**src/rtl/fec_ctrl_if.sv**
```systemverilog
// Handshake and config bundle between the burst scheduler, the FEC chain and fec_ctrl.
// The master side is the scheduler/FEC pair; fec_ctrl connects as slave.
interface fec_ctrl_if #(
  parameter int w  = 1,
  parameter int LW = 16
);
  logic          cmd_valid;
  logic          cmd_ready;
  logic [LW-1:0] cmd_len;
  logic [LW-1:0] cmd_out_len;
  logic          cmd_rs;
  logic [1:0]    cmd_rate;
  logic [w-1:0]  src_bits;
  logic          src_valid;
  logic          src_ready;
  logic [w-1:0]  fec_in_bits;
  logic          fec_in_valid;
  logic          fec_out_valid;
  logic          enable_rs;
  logic [1:0]    cc_rate;
  logic          busy;
  logic          burst_done;
  logic          burst_err;

  modport master (
    output cmd_valid, cmd_len, cmd_out_len, cmd_rs, cmd_rate,
    output src_bits, src_valid, fec_out_valid,
    input  cmd_ready, src_ready, fec_in_bits, fec_in_valid,
    input  enable_rs, cc_rate, busy, burst_done, burst_err
  );

  modport slave (
    input  cmd_valid, cmd_len, cmd_out_len, cmd_rs, cmd_rate,
    input  src_bits, src_valid, fec_out_valid,
    output cmd_ready, src_ready, fec_in_bits, fec_in_valid,
    output enable_rs, cc_rate, busy, burst_done, burst_err
  );
endinterface

```
**src/rtl/fec_ctrl.sv**
```systemverilog
// Burst sequencer for the FEC chain: gates payload, appends a zero flush tail,
// then waits for the expected FEC output count or an idle timeout.
//
// state   | meaning
// S_IDLE  | waiting for a burst descriptor
// S_SETUP | one cycle: drive latched config onto the FEC pins
// S_DATA  | forwarding payload words
// S_TAIL  | emitting TAIL zero words to flush the encoder
// S_DRAIN | counting FEC output until expected length or timeout
// S_DONE  | one-cycle completion pulse
module fec_ctrl #(
  parameter int w       = 1,
  parameter int LW      = 16,
  parameter int TAIL    = 8,
  parameter int TIMEOUT = 1024
) (
  input logic     clk,
  input logic     reset,
  fec_ctrl_if.slave bus
);

  typedef enum logic [2:0] {
    S_IDLE, S_SETUP, S_DATA, S_TAIL, S_DRAIN, S_DONE
  } state_t;

  localparam logic [LW-1:0] ONE       = LW'(1);
  localparam logic [LW-1:0] TAIL_LAST = LW'(TAIL - 1);
  localparam logic [LW-1:0] IDLE_LAST = LW'(TIMEOUT - 1);

  state_t        state;
  logic [LW-1:0] len_q;
  logic [LW-1:0] out_len_q;
  logic          rs_q;
  logic [1:0]    rate_q;
  logic [LW-1:0] in_cnt;
  logic [LW-1:0] out_cnt;
  logic [LW-1:0] tail_cnt;
  logic [LW-1:0] idle_cnt;
  logic          counting;

  // cmd_ready is masked during reset so the scheduler cannot hand off a descriptor into reset
  assign bus.cmd_ready = (state == S_IDLE) && !reset;
  assign bus.src_ready = (state == S_DATA);
  assign bus.busy      = (state != S_IDLE);
  assign counting      = (state == S_SETUP) || (state == S_DATA) ||
                         (state == S_TAIL)  || (state == S_DRAIN);

  always_ff @(posedge clk or posedge reset) begin
    if (reset) begin
      state            <= S_IDLE;
      len_q            <= '0;
      out_len_q        <= '0;
      rs_q             <= 1'b0;
      rate_q           <= 2'd0;
      in_cnt           <= '0;
      out_cnt          <= '0;
      tail_cnt         <= '0;
      idle_cnt         <= '0;
      bus.fec_in_bits  <= '0;
      bus.fec_in_valid <= 1'b0;
      bus.enable_rs    <= 1'b0;
      bus.cc_rate      <= 2'd0;
      bus.burst_done   <= 1'b0;
      bus.burst_err    <= 1'b0;
    end else begin
      bus.burst_done   <= 1'b0;
      bus.fec_in_valid <= 1'b0;

      // FEC output can begin while payload or tail is still going in
      if (counting && bus.fec_out_valid && (out_cnt != '1))
        out_cnt <= out_cnt + ONE;

      case (state)
        S_IDLE: begin
          if (bus.cmd_valid) begin
            len_q         <= bus.cmd_len;
            out_len_q     <= bus.cmd_out_len;
            rs_q          <= bus.cmd_rs;
            rate_q        <= bus.cmd_rate;
            in_cnt        <= '0;
            out_cnt       <= '0;
            tail_cnt      <= '0;
            idle_cnt      <= '0;
            bus.burst_err <= 1'b0;
            state         <= S_SETUP;
          end
        end
        S_SETUP: begin
          bus.enable_rs <= rs_q;
          bus.cc_rate   <= rate_q;
          state         <= (len_q != '0) ? S_DATA : S_TAIL;
        end
        S_DATA: begin
          if (bus.src_valid) begin
            bus.fec_in_bits  <= bus.src_bits;
            bus.fec_in_valid <= 1'b1;
            in_cnt           <= in_cnt + ONE;
            if ((in_cnt + ONE) == len_q)
              state <= S_TAIL;
          end
        end
        S_TAIL: begin
          bus.fec_in_bits  <= '0;
          bus.fec_in_valid <= 1'b1;
          tail_cnt         <= tail_cnt + ONE;
          if (tail_cnt == TAIL_LAST)
            state <= S_DRAIN;
        end
        S_DRAIN: begin
          if (out_cnt >= out_len_q) begin
            bus.burst_done <= 1'b1;
            state          <= S_DONE;
          end else if (bus.fec_out_valid) begin
            idle_cnt <= '0;
          end else if (idle_cnt == IDLE_LAST) begin
            bus.burst_done <= 1'b1;
            bus.burst_err  <= 1'b1;
            state          <= S_DONE;
          end else begin
            idle_cnt <= idle_cnt + ONE;
          end
        end
        S_DONE: state <= S_IDLE;
        default: state <= S_IDLE;
      endcase
    end
  end

endmodule
```
**src/flat_wrapper.sv**
```systemverilog
// flat-port wrapper written by rule: the top's interface ports become plain ports
module fec_ctrl_flat 
#(
  parameter int w       = 1,
  parameter int LW      = 16,
  parameter int TAIL    = 8,
  parameter int TIMEOUT = 1024
)
  (clk, reset, bus_cmd_valid, bus_cmd_len, bus_cmd_out_len, bus_cmd_rs, bus_cmd_rate, bus_src_bits, bus_src_valid, bus_fec_out_valid, bus_cmd_ready, bus_src_ready, bus_fec_in_bits, bus_fec_in_valid, bus_enable_rs, bus_cc_rate, bus_busy, bus_burst_done, bus_burst_err);
  fec_ctrl_if #(.w(w), .LW(LW)) bus_i ();
  input logic clk;
  input logic reset;
  input wire logic [$bits(bus_i.cmd_valid)-1:0] bus_cmd_valid;
  input wire logic [$bits(bus_i.cmd_len)-1:0] bus_cmd_len;
  input wire logic [$bits(bus_i.cmd_out_len)-1:0] bus_cmd_out_len;
  input wire logic [$bits(bus_i.cmd_rs)-1:0] bus_cmd_rs;
  input wire logic [$bits(bus_i.cmd_rate)-1:0] bus_cmd_rate;
  input wire logic [$bits(bus_i.src_bits)-1:0] bus_src_bits;
  input wire logic [$bits(bus_i.src_valid)-1:0] bus_src_valid;
  input wire logic [$bits(bus_i.fec_out_valid)-1:0] bus_fec_out_valid;
  output wire logic [$bits(bus_i.cmd_ready)-1:0] bus_cmd_ready;
  output wire logic [$bits(bus_i.src_ready)-1:0] bus_src_ready;
  output wire logic [$bits(bus_i.fec_in_bits)-1:0] bus_fec_in_bits;
  output wire logic [$bits(bus_i.fec_in_valid)-1:0] bus_fec_in_valid;
  output wire logic [$bits(bus_i.enable_rs)-1:0] bus_enable_rs;
  output wire logic [$bits(bus_i.cc_rate)-1:0] bus_cc_rate;
  output wire logic [$bits(bus_i.busy)-1:0] bus_busy;
  output wire logic [$bits(bus_i.burst_done)-1:0] bus_burst_done;
  output wire logic [$bits(bus_i.burst_err)-1:0] bus_burst_err;
  assign bus_i.cmd_valid = bus_cmd_valid;
  assign bus_i.cmd_len = bus_cmd_len;
  assign bus_i.cmd_out_len = bus_cmd_out_len;
  assign bus_i.cmd_rs = bus_cmd_rs;
  assign bus_i.cmd_rate = bus_cmd_rate;
  assign bus_i.src_bits = bus_src_bits;
  assign bus_i.src_valid = bus_src_valid;
  assign bus_i.fec_out_valid = bus_fec_out_valid;
  assign bus_cmd_ready = bus_i.cmd_ready;
  assign bus_src_ready = bus_i.src_ready;
  assign bus_fec_in_bits = bus_i.fec_in_bits;
  assign bus_fec_in_valid = bus_i.fec_in_valid;
  assign bus_enable_rs = bus_i.enable_rs;
  assign bus_cc_rate = bus_i.cc_rate;
  assign bus_busy = bus_i.busy;
  assign bus_burst_done = bus_i.burst_done;
  assign bus_burst_err = bus_i.burst_err;
  fec_ctrl #(.w(w), .LW(LW), .TAIL(TAIL), .TIMEOUT(TIMEOUT)) u_core (.clk(clk), .reset(reset), .bus(bus_i));
endmodule
```
**config.mk**
```make
export PLATFORM = sky130hd
export DESIGN_NAME = fec_ctrl_flat
export DESIGN_NICKNAME = d
export VERILOG_FILES = /design/src/rtl/fec_ctrl_if.sv /design/src/rtl/fec_ctrl.sv /design/src/flat_wrapper.sv
export SDC_FILE = /design/constraint.sdc
export NUM_CORES = 1
export LEC_CHECK = 0
export CORE_MARGIN = 4
export CORE_UTILIZATION = 55
export DETAILED_ROUTE_END_ITERATION = 8
export MAX_ROUTING_LAYER = met4
export PLACE_DENSITY = 0.77
export SETUP_SLACK_MARGIN = 0.5
export SLEW_MARGIN = 15
export SYNTH_ARGS = -nofsm -noshare
export SYNTH_HDL_FRONTEND = slang
export SYNTH_SLANG_ARGS = --single-unit
```
**constraint.sdc**
```tcl
create_clock -name clk -period 7.25 [get_ports clk]
set_input_delay 1.0875 -clock clk [delete_from_list [all_inputs] [get_ports clk]]
set_output_delay 1.0875 -clock clk [all_outputs]
set_load 0.03 [all_outputs]
```
==> results.cfg <==
[clock_tree]
cts.root.buffer_cell = clkbuf_8
clk_pin_slew_ns = 0.10
cts_tree = built
clk_latency_ns = 0.37
clock-sinks = 109
cts_buffers = 9
cts.hold.buffers_added = 0
clockBufferDepth = 2
h-tree-depth = 3
post-cts-setup-buffers = 0
cts_resized = 0

[grt]
grt_pass1_wl_um = 22600
grt_start_max_net_pins = 70
grt_pass1_vias = 4791
grt_usage_pct = 22.2
grt_antenna_before_repair = 0
grt_overflow = 0

[critical_path]
crit_arrival_ns = 2.35
reg2reg_slack_ns = 4.19
critPathLaunch = reset
crit_path_end = bus_cmd_ready
r2r-end = u_core.idle_cnt[0]$_DFFE_PP0P_
ff2ff_path_depth = 8
cp-end-kind = output port
criticalPathCategory = input pin to output port
cp-start-kind = input pin
worstPathMaxFanout = 2
critPathRequiredTime_ns = 6.16
r2r_start = u_core.out_cnt[3]$_DFF_PP0_

[floorplan]
dieArea_um2 = 12400
chipHeight_um = 111
initial_core_util_pct = 56.6
die_w_um = 111
rows = 37
core_area_um2 = 10400
ios = 51

[finish]
fin_nets = 767
utilization_pct = 64.4
syn2layout_area_growth_pct = 13.9
fillers = 850
layout-drive-gt1-share_pct = 4.51
antenna_cells = 0

[routing]
antenna_left = 0
drtPass1Iterations = 6
wire_per_inst_um = 15.3
via_per_inst = 5.83
num_vias = 4928
drtIter0Drc = 365
drt_wl_total_um = 12900
drcViolationCount = 0

[yosys]
synthTopCellsByCount = nand2_1, dfrtp_1, o21ai_0
yosysTopAreaCell = dfrtp_1
async_flop_share_pct = 100
ys_ff_latch = 109
synth_edf_count = 0
synth_area_per_cell_um2 = 8.77
synth_top_area_share_pct = 46.5
ys.flop_type = dfrtp_1
post_synth_num_cell_types = 52
yosys-top-cells-area = dfrtp_1, nand2_1, o21ai_0
synthCells = 669
ys_seq_area_share_pct = 46.5
yosysMostFrequentCell = nand2_1
yosys_warnings = 0
syn_nets = 730
netlist_area_um2 = 5870

[pwr]
p_switching_w = 0.000776
leakagePower_nw = 3.00
power.density_nw_per_um2 = 302
intPower_w = 0.00124
combPwrFrac_pct = 36.7
p_clk_share_pct = 20.7
seqPwrFrac_pct = 42.6
irDropWorstVdd_v = 0.000134
total_power_w = 0.00202
p_sw_share_pct = 38.5

[outcome]
status = complete, no violations

[sta]
skew_ns = 0.00973
fin_crit_sh_pct = 47.4
finalMaxSlewViolations = 0
final_hold_viol_count = 0
setup_tns_ns = 0
rsz0062_at_grt = false
min_period_ns = 3.44
max_freq_mhz = 291
setup_viol = 0
slew_headroom_pct = 29.4
worst_pin_slew_ns = 1.05

[place]
port_buffers = 50
dpl.hpwl_um = 9240
gp_congestion = 0.839

[worst_hold_path]
hold_path_depth = 2
hp-class = flip-flop to flip-flop

[job]
maxCapViolations = 0
[registers in the layout (all words and copies together) (netlist names), 3 cells and up]
register	cells
u_core.out_cnt	16
u_core.len_q	16
u_core.tail_cnt	16
u_core.state	3
u_core.idle_cnt	16
u_core.in_cnt	16
u_core.out_len_q	16
[metal layers]
| metal | vias to the layer above | GRT usage [%] | share of wire, % |
|---|---|---|---|
| met4 | 0 | 6.16 | 1.7 |
| met2 | 93 | 36.1 | 49 |
| li1 | 2395 | - | - |
| met5 | - | - | 0 |
| met3 | 22 | 2.78 | 3.8 |
| met1 | 2418 | 29.6 | 46 |
[metrics by stage]
stage          setup WS, ns  hold WS (ns)  std cells  area, um^2
6_report               3.81         0.508        846        6680
3_5_place_dp           3.80         0.477        831        6460
4_1_cts                3.80         0.511        846        6680
2_1_floorplan          3.29         0.440        669        5870
5_1_grt                3.75         0.528        846        6680
3_3_place_gp           3.82         0.454        831        6460
[cells by family (layout without fill, tap and decap cells)]
group,after synthesis,in the layout,synth area share (%)
AOI/OAI and AO/OA,129,129,13.0
xor gates and xnor gates,34,34,5.08
muxes,19,19,3.33
DFF,109,109,46.5
buffers and inverters,58,99,3.73
adders and majority gates,20,20,4.27
and+or+nand+nor,300,300,24.1
[cells in the final DEF, fill, tap and decap left out, types with 9 or more instances in the layout]
| cell type | n |
|---|---|
| nor2_1 | 55 |
| xnor2_1 | 23 |
| o21ai_0 | 62 |
| nand2_1 | 124 |
| mux2i_1 | 15 |
| nand4_1 | 11 |
| dfrtp_1 | 109 |
| xor2_1 | 11 |
| clkbuf_8 | 10 |
| clkdlybuf4s50_1 | 50 |
| inv_1 | 30 |
| a21oi_1 | 26 |
| nand3_1 | 46 |
| and3_1 | 9 |
| ha_1 | 20 |
[power groups by stage]
stage | sequential [W] | combinational (W) | clock, W
2_1_floorplan | 0.000856 | 0.000536 | 0
3_3_place_gp | 0.000864 | 0.000711 | 0
3_5_place_dp | 0.000873 | 0.000741 | 0
4_1_cts | 0.000860 | 0.000746 | 0.000421
5_1_grt | 0.000879 | 0.000847 | 0.000445
6_report | 0.000860 | 0.000741 | 0.000418
[worst min-delay path by stage]
| stage | startpoint | to | slack, ns |
|---|---|---|---|
| after floorplan | u_core.rate_q[0]$_DFFE_PP0P_ | u_core.rate_q[0]$_DFFE_PP0P_ | 0.44 |
| after global placement | u_core.rate_q[0]$_DFFE_PP0P_ | u_core.rate_q[0]$_DFFE_PP0P_ | 0.45 |
| after detailed placement | u_core.rate_q[1]$_DFFE_PP0P_ | u_core.rate_q[1]$_DFFE_PP0P_ | 0.48 |
| after CTS | u_core.out_len_q[0]$_DFFE_PP0P_ | u_core.out_len_q[0]$_DFFE_PP0P_ | 0.51 |
| after global routing | u_core.rs_q$_DFFE_PP0P_ | u_core.rs_q$_DFFE_PP0P_ | 0.53 |
| final | u_core.out_len_q[0]$_DFFE_PP0P_ | u_core.out_len_q[0]$_DFFE_PP0P_ | 0.51 |
[worst max-delay path, stage by stage]
cell and delay [ns]:
clkdlybuf4s50_1 0.47, nor2_1 0.12, clkdlybuf4s50_1 0.67
[area by class of cell]
cell class              instances  area (um^2)  share of cell area (%)
flip-flops and latches        109         2730                    40.8
inverters                      31          119                    1.78
clock buffers                  10          138                    2.06
well taps                     136          170                    2.55
repair buffers                 53          523                    7.83
multi-input cells             502         2920                    43.7
clock inverters                 5         82.6                    1.24
Note: power is estimated with default switching activity, not from simulation.
